**config.mk**
```make
export PLATFORM = sky130hd
export DESIGN_NAME = coin_accumulator_flat
export DESIGN_NICKNAME = d
export VERILOG_FILES = /design/src/rtl/vending_pkg.sv /design/src/rtl/coin_accumulator_if.sv /design/src/rtl/coin_accumulator_credit_checker.sv /design/src/rtl/coin_accumulator.sv /design/src/flat_wrapper.sv
export SDC_FILE = /design/constraint.sdc
export NUM_CORES = 1
export LEC_CHECK = 0
export ABC_AREA = 1
export CAP_MARGIN = 5
export CELL_PAD_IN_SITES_DETAIL_PLACEMENT = 1
export CELL_PAD_IN_SITES_GLOBAL_PLACEMENT = 1
export CORE_ASPECT_RATIO = 1.4
export CORE_MARGIN = 2
export CORE_UTILIZATION = 42
export CTS_BUF_LIST = sky130_fd_sc_hd__clkbuf_8
export DETAILED_ROUTE_END_ITERATION = 10
export PLACE_DENSITY_LB_ADDON = 0.15
export SKIP_CTS_REPAIR_TIMING = 1
export SLEW_MARGIN = 15
export SYNTH_ARGS = -nofsm -noshare
export SYNTH_HDL_FRONTEND = slang
export SYNTH_SLANG_ARGS = --single-unit
```
**constraint.sdc**
```tcl
create_clock -name clk -period 9.64 [get_ports clk]
set_input_delay 2.41 -clock clk [delete_from_list [all_inputs] [get_ports clk]]
set_output_delay 2.41 -clock clk [all_outputs]
set_load 0.005 [all_outputs]
```
**src/rtl/vending_pkg.sv**
```systemverilog
// Shared vending definitions: credit state encoding and default sizing of the coin accumulator.
package vending_pkg;

  localparam int unsigned DEF_WIDTH       = 5;
  localparam int unsigned DEF_MAX_AMOUNT  = 31;
  localparam int unsigned DEF_REFUND_UNIT = 5;

  typedef enum logic [1:0] {
    ST_IDLE   = 2'd0,
    ST_CREDIT = 2'd1,
    ST_REFUND = 2'd2
  } state_e;

endpackage

```
**src/rtl/coin_accumulator_if.sv**
```systemverilog
// Coin/purchase/change bus between the vending front end (master) and the accumulator (slave).
interface coin_accumulator_if #(
  parameter int unsigned WIDTH = vending_pkg::DEF_WIDTH
);
  logic             coin_valid;
  logic [WIDTH-1:0] coin_value;
  logic             spend_valid;
  logic [WIDTH-1:0] spend_amount;
  logic             refund_req;
  logic             change_ready;
  logic [WIDTH-1:0] amount;
  logic             change_valid;
  logic [WIDTH-1:0] change_value;
  logic             coin_reject;
  logic             spend_ok;
  logic             spend_fail;
  logic             overflow;

  modport master (
    output coin_valid, coin_value, spend_valid, spend_amount, refund_req, change_ready,
    input  amount, change_valid, change_value, coin_reject, spend_ok, spend_fail, overflow
  );

  modport slave (
    input  coin_valid, coin_value, spend_valid, spend_amount, refund_req, change_ready,
    output amount, change_valid, change_value, coin_reject, spend_ok, spend_fail, overflow
  );
endinterface

```
**src/rtl/coin_accumulator_credit_checker.sv**
```systemverilog
// Combinational credit arithmetic: spend is judged on the current amount, the coin on the post-spend amount.
module credit_checker #(
  parameter int unsigned WIDTH      = vending_pkg::DEF_WIDTH,
  parameter int unsigned MAX_AMOUNT = vending_pkg::DEF_MAX_AMOUNT
) (
  input  logic [WIDTH-1:0] amount_i,
  input  logic [WIDTH-1:0] coin_value_i,
  input  logic [WIDTH-1:0] spend_amount_i,
  input  logic             spend_valid_i,
  input  logic             coin_valid_i,
  output logic             spend_fits_o,
  output logic             coin_fits_o,
  output logic [WIDTH:0]   post_coin_o
);
  localparam logic [WIDTH:0] MAX_W  = (WIDTH+1)'(MAX_AMOUNT);
  localparam logic [WIDTH:0] ZERO_W = {(WIDTH+1){1'b0}};

  logic [WIDTH:0] amount_w_s;
  logic [WIDTH:0] spend_w_s;
  logic [WIDTH:0] coin_w_s;
  logic [WIDTH:0] post_spend_s;
  logic [WIDTH:0] coin_sum_s;

  // Widened sums so that a coin on top of a full purse is seen as too large instead of wrapping.
  always_comb begin
    amount_w_s   = {1'b0, amount_i};
    spend_w_s    = {1'b0, spend_amount_i};
    coin_w_s     = {1'b0, coin_value_i};
    spend_fits_o = (spend_w_s <= amount_w_s);
    if (spend_valid_i && spend_fits_o) begin
      post_spend_s = amount_w_s - spend_w_s;
    end else begin
      post_spend_s = amount_w_s;
    end
    coin_sum_s  = post_spend_s + coin_w_s;
    coin_fits_o = (coin_w_s != ZERO_W) && (coin_sum_s <= MAX_W);
    if (coin_valid_i && coin_fits_o) begin
      post_coin_o = coin_sum_s;
    end else begin
      post_coin_o = post_spend_s;
    end
  end
endmodule

```
**src/rtl/coin_accumulator.sv**
```systemverilog
// Vending credit accumulator: takes coins, deducts purchases and pays credit back in bounded change beats.
module coin_accumulator
  import vending_pkg::*;
#(
  parameter int unsigned WIDTH       = DEF_WIDTH,
  parameter int unsigned MAX_AMOUNT  = DEF_MAX_AMOUNT,
  parameter int unsigned REFUND_UNIT = DEF_REFUND_UNIT
) (
  input  logic               clk,
  input  logic               rst_n,
  coin_accumulator_if.slave  bus
);
  localparam logic [WIDTH-1:0] UNIT_W = WIDTH'(REFUND_UNIT);
  localparam logic [WIDTH-1:0] ZERO_N = {WIDTH{1'b0}};
  localparam logic [WIDTH:0]   ZERO_W = {(WIDTH+1){1'b0}};

  state_e           state_q, state_d;
  logic [WIDTH-1:0] amount_q, amount_d;
  logic             change_valid_q, change_valid_d;
  logic [WIDTH-1:0] change_value_q, change_value_d;
  logic             coin_reject_q, coin_reject_d;
  logic             spend_ok_q, spend_ok_d;
  logic             spend_fail_q, spend_fail_d;
  logic             overflow_q, overflow_d;

  logic             spend_fits_s;
  logic             coin_fits_s;
  logic [WIDTH:0]   post_coin_s;
  logic [WIDTH-1:0] remain_s;

  function automatic logic [WIDTH-1:0] beat_of(input logic [WIDTH-1:0] a);
    beat_of = (a < UNIT_W) ? a : UNIT_W;
  endfunction

  credit_checker #(
    .WIDTH      (WIDTH),
    .MAX_AMOUNT (MAX_AMOUNT)
  ) u_checker (
    .amount_i       (amount_q),
    .coin_value_i   (bus.coin_value),
    .spend_amount_i (bus.spend_amount),
    .spend_valid_i  (bus.spend_valid),
    .coin_valid_i   (bus.coin_valid),
    .spend_fits_o   (spend_fits_s),
    .coin_fits_o    (coin_fits_s),
    .post_coin_o    (post_coin_s)
  );

  // Next-state and next-output decode for the credit FSM.
  always_comb begin
    state_d        = state_q;
    amount_d       = amount_q;
    change_valid_d = change_valid_q;
    change_value_d = change_value_q;
    coin_reject_d  = 1'b0;
    spend_ok_d     = 1'b0;
    spend_fail_d   = 1'b0;
    overflow_d     = overflow_q;
    remain_s       = amount_q - change_value_q;
    case (state_q)
      ST_IDLE, ST_CREDIT: begin
        if (bus.refund_req) begin
          coin_reject_d = bus.coin_valid;
          spend_fail_d  = bus.spend_valid;
          if (amount_q != ZERO_N) begin
            state_d        = ST_REFUND;
            change_valid_d = 1'b1;
            change_value_d = beat_of(amount_q);
          end else begin
            // Empty purse: refund is a pass-through back to IDLE, still clearing overflow.
            state_d    = ST_IDLE;
            overflow_d = 1'b0;
          end
        end else begin
          spend_ok_d     = bus.spend_valid & spend_fits_s;
          spend_fail_d   = bus.spend_valid & ~spend_fits_s;
          coin_reject_d  = bus.coin_valid & ~coin_fits_s;
          if (bus.coin_valid && !coin_fits_s && (bus.coin_value != ZERO_N)) begin
            overflow_d = 1'b1;
          end else begin
            overflow_d = overflow_q;
          end
          amount_d       = post_coin_s[WIDTH-1:0];
          state_d        = (post_coin_s == ZERO_W) ? ST_IDLE : ST_CREDIT;
          change_valid_d = 1'b0;
          change_value_d = ZERO_N;
        end
      end
      ST_REFUND: begin
        coin_reject_d = bus.coin_valid;
        spend_fail_d  = bus.spend_valid;
        if (change_valid_q && bus.change_ready) begin
          amount_d = remain_s;
          if (remain_s == ZERO_N) begin
            state_d        = ST_IDLE;
            change_valid_d = 1'b0;
            change_value_d = ZERO_N;
            overflow_d     = 1'b0;
          end else begin
            change_valid_d = 1'b1;
            change_value_d = beat_of(remain_s);
          end
        end else begin
          amount_d = amount_q;
        end
      end
      default: begin
        state_d        = ST_IDLE;
        amount_d       = ZERO_N;
        change_valid_d = 1'b0;
        change_value_d = ZERO_N;
        overflow_d     = 1'b0;
      end
    endcase
  end

  // State and registered outputs.
  always_ff @(posedge clk or negedge rst_n) begin
    if (!rst_n) begin
      state_q        <= ST_IDLE;
      amount_q       <= {WIDTH{1'b0}};
      change_valid_q <= 1'b0;
      change_value_q <= {WIDTH{1'b0}};
      coin_reject_q  <= 1'b0;
      spend_ok_q     <= 1'b0;
      spend_fail_q   <= 1'b0;
      overflow_q     <= 1'b0;
    end else begin
      state_q        <= state_d;
      amount_q       <= amount_d;
      change_valid_q <= change_valid_d;
      change_value_q <= change_value_d;
      coin_reject_q  <= coin_reject_d;
      spend_ok_q     <= spend_ok_d;
      spend_fail_q   <= spend_fail_d;
      overflow_q     <= overflow_d;
    end
  end

  assign bus.amount       = amount_q;
  assign bus.change_valid = change_valid_q;
  assign bus.change_value = change_value_q;
  assign bus.coin_reject  = coin_reject_q;
  assign bus.spend_ok     = spend_ok_q;
  assign bus.spend_fail   = spend_fail_q;
  assign bus.overflow     = overflow_q;
endmodule

```
**src/flat_wrapper.sv**
```systemverilog
// flat-port wrapper written by rule: the top's interface ports become plain ports
module coin_accumulator_flat import vending_pkg::*;
#(
  parameter int unsigned WIDTH       = DEF_WIDTH,
  parameter int unsigned MAX_AMOUNT  = DEF_MAX_AMOUNT,
  parameter int unsigned REFUND_UNIT = DEF_REFUND_UNIT
)
  (clk, rst_n, bus_coin_valid, bus_coin_value, bus_spend_valid, bus_spend_amount, bus_refund_req, bus_change_ready, bus_amount, bus_change_valid, bus_change_value, bus_coin_reject, bus_spend_ok, bus_spend_fail, bus_overflow);
  coin_accumulator_if #(.WIDTH(WIDTH)) bus_i ();
  input  logic clk;
  input  logic rst_n;
  input wire logic [$bits(bus_i.coin_valid)-1:0] bus_coin_valid;
  input wire logic [$bits(bus_i.coin_value)-1:0] bus_coin_value;
  input wire logic [$bits(bus_i.spend_valid)-1:0] bus_spend_valid;
  input wire logic [$bits(bus_i.spend_amount)-1:0] bus_spend_amount;
  input wire logic [$bits(bus_i.refund_req)-1:0] bus_refund_req;
  input wire logic [$bits(bus_i.change_ready)-1:0] bus_change_ready;
  output wire logic [$bits(bus_i.amount)-1:0] bus_amount;
  output wire logic [$bits(bus_i.change_valid)-1:0] bus_change_valid;
  output wire logic [$bits(bus_i.change_value)-1:0] bus_change_value;
  output wire logic [$bits(bus_i.coin_reject)-1:0] bus_coin_reject;
  output wire logic [$bits(bus_i.spend_ok)-1:0] bus_spend_ok;
  output wire logic [$bits(bus_i.spend_fail)-1:0] bus_spend_fail;
  output wire logic [$bits(bus_i.overflow)-1:0] bus_overflow;
  assign bus_i.coin_valid = bus_coin_valid;
  assign bus_i.coin_value = bus_coin_value;
  assign bus_i.spend_valid = bus_spend_valid;
  assign bus_i.spend_amount = bus_spend_amount;
  assign bus_i.refund_req = bus_refund_req;
  assign bus_i.change_ready = bus_change_ready;
  assign bus_amount = bus_i.amount;
  assign bus_change_valid = bus_i.change_valid;
  assign bus_change_value = bus_i.change_value;
  assign bus_coin_reject = bus_i.coin_reject;
  assign bus_spend_ok = bus_i.spend_ok;
  assign bus_spend_fail = bus_i.spend_fail;
  assign bus_overflow = bus_i.overflow;
  coin_accumulator #(.WIDTH(WIDTH), .MAX_AMOUNT(MAX_AMOUNT), .REFUND_UNIT(REFUND_UNIT)) u_core (.clk(clk), .rst_n(rst_n), .bus(bus_i));
endmodule
```
==> results.cfg, run 1 <==
[clock_tree]
cts_buffers = 3
cts_buffer_depth = 2
insertion_delay_ns = 0.25
clkSlewWorstSetupHoldPaths_ns = 0.07
cts.sinks = 17
cts_tree = done
htreeDepth = 1
cts_root_buf = clkbuf_8

[timing]
finClkSkew_ns = 0.003922
min_period_over_period_pct = 57.86
finalSetupViolations = 0
relSlewSlack_pct = 43.98
slew_violations = 0
fin_crit_ns = 5.577
rsz0062_at_grt = false
setup_tns_ns = 0
fmax_mhz = 179.3
tightest_slew_ns = 0.8377
final-hold-violation-count = 0

[hold_path]
min_path_type = flop to flop

[synthesis]
yosys_warnings = 0
syn_area_per_cell_um2 = 7.154
synthesis.area_mm2 = 0.001674
synth_top_cell_area_share_pct = 25.41
ys_ff_latch = 17
yosys-top-cells-area = dfrtp_1, nand2_1, ha_1
synth_cells = 234
netlist-cell-type-count = 32
synth_seq_area_share_pct = 25.41
syn_nets = 268
synth_area_leader_cell = dfrtp_1

[floorplanning]
die_x_um = 57.36
initial_utilization_pct = 43.09
fp-row-count = 27
die-height_um = 78.70
pin_count = 31
die-area_mm2 = 0.004514
core_mm2 = 0.003885

[worst_setup_path]
crit_path_max_incr_delay_ns = 0.46
cp_num_buf_inv = 5
critical_path.slowest_cell = clkdlybuf4s50_1
crit_top_cell = nand2_1
path_class = primary input to flop
rrSetupSlack_ns = 6.04
cp_cell_sequence = clkdlybuf4s50_1 > ha_1 > inv_1 > fa_1 > inv_1 > nand2_1 > nand2_1 > nand3_2 > nand2_2 > nand2_1 > o21ai_2 > inv_1 > ha_1 > nand2_1 > nor2_1 > nand2_1 > o211ai_1 > inv_1 > nand2_4 > nand3_4 > nand2_1 > o21ai_1 > nor2_1 > a21oi_2
cp_top_family = simple AND/OR/NAND/NOR gates
cp_max_fo = 12
critPathArrivalTime_ns = 5.72
critical_path_required_ns = 9.79
endpoint_kind = flop
startpoint_type = primary input

[cells_and_area]
n_fill_cell = 509
register_area_um2 = 425.4
area_growth_pct = 23.24
most-common-layout-cells = nand2_1, inv_1, clkdlybuf4s50_1
fin_area_mm2 = 0.002063
drive_gt1_share_pct = 10.11
antenna_cells = 0
final_net_count = 302
stdcell_count = 310
mostFrequentLayoutCell = nand2_1
multiInputGateArea_mm2 = 0.001087

[global_route]
grt_max_degree = 18
grtUsageTotal_pct = 22.65
grt_pass1_vias = 1763
antenna_found_initial = 0
grt_overflow = 0
grt_first_pass_wirelength_um = 7997

[routing]
vias = 1660
drt_iter0_drc = 62
route.detailed.wl_per_inst_um = 15.04
via_per_inst = 5.355
wirelength_um = 4662
ant_nets = 0
remaining_drc_errors = 0
drt_first_pass_iters = 5

[pwr]
power.density_mw_per_mm2 = 370.9
leakage_uw = 0.001021
vdd_ir_drop_max_mv = 0.2018

[outcome]
status = completed

[placement]
dp_hpwl_um = 3893
routabilityCongestion = 0.8706
port_buffers = 30
place_inst = 306
place_area_mm2 = 0.002017

[flow_run]
maxCapViolCount = 0
## per-stage QoR
stage	hold WS (ns)	utilization, %	total power (uW)	setup slack (ns)
2_1_floorplan	0.4727	-	550.8	4.609
3_3_place_gp	0.4764	51.92	696.4	3.819
3_5_place_dp	0.4911	51.92	712.2	3.783
4_1_cts	0.5093	53.11	771.9	4.044
5_1_grt	0.5393	53.11	850.1	3.856
6_report	0.4972	53.11	765.2	4.063
## cell type report
type,instances,area share [%]
multi-input cells,176,52.70
flip-flops and latches,17,20.62
inverters,40,7.277
repair buffers,30,14.55
clock inverters,1,0.2426
well taps,43,2.608
clock buffers,3,2.001
## worst min-delay path: cells and delay by family, from the launching register on
family / cells / cell delay (ns)
AND/OR/NAND/NOR: 1 / 0.05
AO/OA/AOI/OAI: 1 / 0.06
flip-flops: 1 / 0.35
## cell families (layout without fill, tap and decap cells)
family	after synthesis	count (layout)	synth area share, %
AO/OA/AOI/OAI	40	40	14.65
XOR/XNOR	10	10	5.680
flip-flops	17	17	25.41
AND/OR/NAND/NOR	108	108	29.82
buffers and inverters	41	74	9.641
adder cells (fa/ha/maj)	18	18	14.80
## layer usage
metal  routed length [um]  share of wire [%]  GRT usage (%)
met5                    0                  0              0
met4                  105                2.3          8.837
met3                   87                1.9          1.792
met2                 2561                 55          43.52
met1                 1907                 41          24.82
## where the power goes
group          internal (uW)  switching (uW)
clock                   28.7            25.8
combinational            229             354
sequential              93.9            33.4
## sequential cells by signal, indices dropped and copies added, names as in the netlist
register                 cells
u_core.bus.change_value      5
u_core.state_q               2
u_core.bus.change_valid      1
u_core.bus.spend_fail        1
u_core.bus.overflow          1
u_core.bus.amount            5
u_core.bus.coin_reject       1
u_core.bus.spend_ok          1
## cell usage after synthesis
master and instances:
xnor2_1 4, nand3_2 2, inv_1 36, a21oi_1 13
nor3_1 3, o21ai_2 4, xor2_1 5, xnor2_2 1
nand2_4 1, o21ai_1 6, o211ai_1 1, ha_1 15
a22oi_1 1, a22oi_2 1, inv_2 4, o21ai_0 8
nor2_4 2, buf_6 1, a21oi_2 3, nand2_2 2
dfrtp_1 17, nor2_2 2, nand3_4 1, nor2_1 17
fa_1 3, nand3b_1 1, nand3_1 14, a211oi_1 1
nand2_1 59, nand4_1 4, o21a_1 1, a31oi_1 1
## worst paths after layout
| path | to | start | cells after the start |
|---|---|---|---|
| worst max-delay path | u_core.state_q[0] | bus_spend_amount[0] | 24 |
| worst min-delay path | u_core.bus.overflow | u_core.bus.overflow | 2 |
| worst max register to register | u_core.state_q[0] | u_core.bus.amount[0] | 24 |
| worst min register to register | u_core.bus.overflow | u_core.bus.overflow | 2 |
| max in group asynchronous | u_core.bus.amount[4] | rst_n | 1 |
| min in group asynchronous | u_core.bus.change_value[0] | rst_n | 1 |
Power figures use the tool's default switching activity.
==> run 2, diff against run 1 <==
Settings changed: CORE_UTILIZATION 42 to 39.
Clock period 9.64 ns to 5.2 ns, I/O delays scaled along.
==> run 2 against run 1 <==
Die area is 7.2% higher. First-iteration DRC count is 53% lower. Utilization is 3.6 points lower. Global-route usage is 1.0 points lower. Register-to-register slack worse by 4.5 ns.
==> results.cfg, run 2 (synthesized netlist as in run 1, its figures left out) <==
[placement]
dp_hpwl_um = 3967
port_buffers = 30
routabilityCongestion = 0.8710
dpl_worst_slack_ns = 0.3765

[worst_setup_path]
endpoint_kind = flop
crit_top_cell = nand2_1
cp_cell_sequence = clkdlybuf4s50_1 > ha_1 > inv_1 > fa_1 > inv_1 > nand2_1 > nand2_1 > nand3_2 > nand2_2 > nand2_1 > o21ai_2 > inv_1 > ha_1 > nand2_1 > nor2_1 > nand2_1 > o211ai_1 > inv_1 > nand2_4 > nand3_4 > nand2_1 > o21ai_1 > nor2_1 > a21oi_2
critical_path.slowest_cell = clkdlybuf4s50_1
startpoint = bus_spend_amount[0]
cp_top_family = simple AND/OR/NAND/NOR gates
crit_path_max_incr_delay_ns = 0.46
path_class = primary input to flop
cp_num_buf_inv = 5
startpoint_type = primary input
critical_path_required_ns = 5.35
cp_max_fo = 12
regToRegStartpoint = u_core.bus.amount[0]
critPathArrivalTime_ns = 4.70

[timing]
finClkSkew_ns = 0.001203
finalSetupViolations = 0
setup_tns_ns = 0
fin_crit_ns = 4.545
rsz0062_at_grt = false
relSlewSlack_pct = 45.16
tightest_slew_ns = 0.8200
fmax_mhz = 220.0
min_period_over_period_pct = 87.40
worst_slack_ns = 0.6552
slew_violations = 0
final-hold-violation-count = 0

[clock_tree]
insertion_delay_ns = 0.26
cts_root_buf = clkbuf_8
clkSlewWorstSetupHoldPaths_ns = 0.07
cts_buffer_depth = 2
htreeDepth = 1
cts.sinks = 17
cts_buffers = 3
cts_tree = done

[routing]
dr.max_layer_used = met4
drt-met1-wl_um = 1857
ant_nets = 0
wl_met3_um = 92
via_per_inst = 5.279
wirelength_um = 4730
drt_first_pass_iters = 4
met2_wirelength_um = 2682
route.detailed.wl_per_inst_um = 15.16
vias = 1647
drt_iter0_drc = 29
remaining_drc_errors = 0

[pwr]
leakage_uw = 0.001021
power.density_mw_per_mm2 = 684.9
vdd_ir_drop_max_mv = 0.2544

[hold_path]
min_path_type = flop to flop
min_from = u_core.bus.overflow

[cells_and_area]
area_growth_pct = 23.39
drive_gt1_share_pct = 10.11
n_fill_cell = 556
final_net_count = 302
utilization_pct = 49.55
mostFrequentLayoutCell = nand2_1
most-common-layout-cells = nand2_1, inv_1, clkdlybuf4s50_1
antenna_cells = 0
multiInputGateArea_mm2 = 0.001087
register_area_um2 = 425.4

[global_route]
antenna_found_initial = 0
grt_first_pass_wirelength_um = 7783
grt_max_degree = 18
grt_overflow = 0
grt_pass1_vias = 1701
grtUsageTotal_pct = 21.61

[floorplanning]
die_x_um = 59.37
die-area_mm2 = 0.004840
fp-row-count = 28
die-height_um = 81.52
pin_count = 31
core_mm2 = 0.004169
initial_utilization_pct = 40.16

[flow_run]
maxCapViolCount = 0

[outcome]
status = completed
## run 2: final cells by class
type / instances / area share, %
clock buffer: 3 / 1.999
clock inverter: 1 / 0.2423
inverter: 40 / 7.268
multi-input combinational: 176 / 52.63
sequential: 17 / 20.59
tap: 45 / 2.726
timing repair buffer: 30 / 14.54
## run 2: layer usage
metal	track usage, %	up-vias
met3	1.575	7
li1	-	823
met5	0	-
met1	22.97	787
met2	42.31	30
met4	8.636	0
## run 2: report_power, final
group / switching, uW / total (uW) / internal, uW
clock: 47.9 / 101 / 53.3
combinational: 651 / 1080 / 426
sequential: 62.1 / 236 / 174
## run 2: worst paths after layout
path                                              end  slack, ns  cells after the start
setup / recovery                    u_core.state_q[0]       0.66                     24
setup reg to reg                    u_core.state_q[0]       1.54                     24
min in group asynchronous  u_core.bus.change_value[2]       1.51                      1
hold / removal                    u_core.bus.overflow       0.53                      2
max in group asynchronous           u_core.state_q[1]       3.18                      1
hold reg to reg                   u_core.bus.overflow       0.53                      2
## run 2: worst reg2reg max path: cells and delay by family (launching register included)
family                     cells  cell delay [ns]
buffers and inverters          5             0.47
adders and majority gates      3             0.97
DFF                            1             0.44
and+or+nand+nor               12             1.31
AOI/OAI and AO/OA              4             0.37
## run 2: metrics by stage
stage          instances  hold slack [ns]  cell area (um^2)  total power, uW
2_1_floorplan        234           0.4727              1674             1021
3_3_place_gp         308           0.4776              2019             1295
3_5_place_dp         308           0.5219              2019             1320
4_1_cts              312           0.5326              2066             1430
5_1_grt              312           0.5550              2066             1569
6_report             312           0.5255              2066             1415
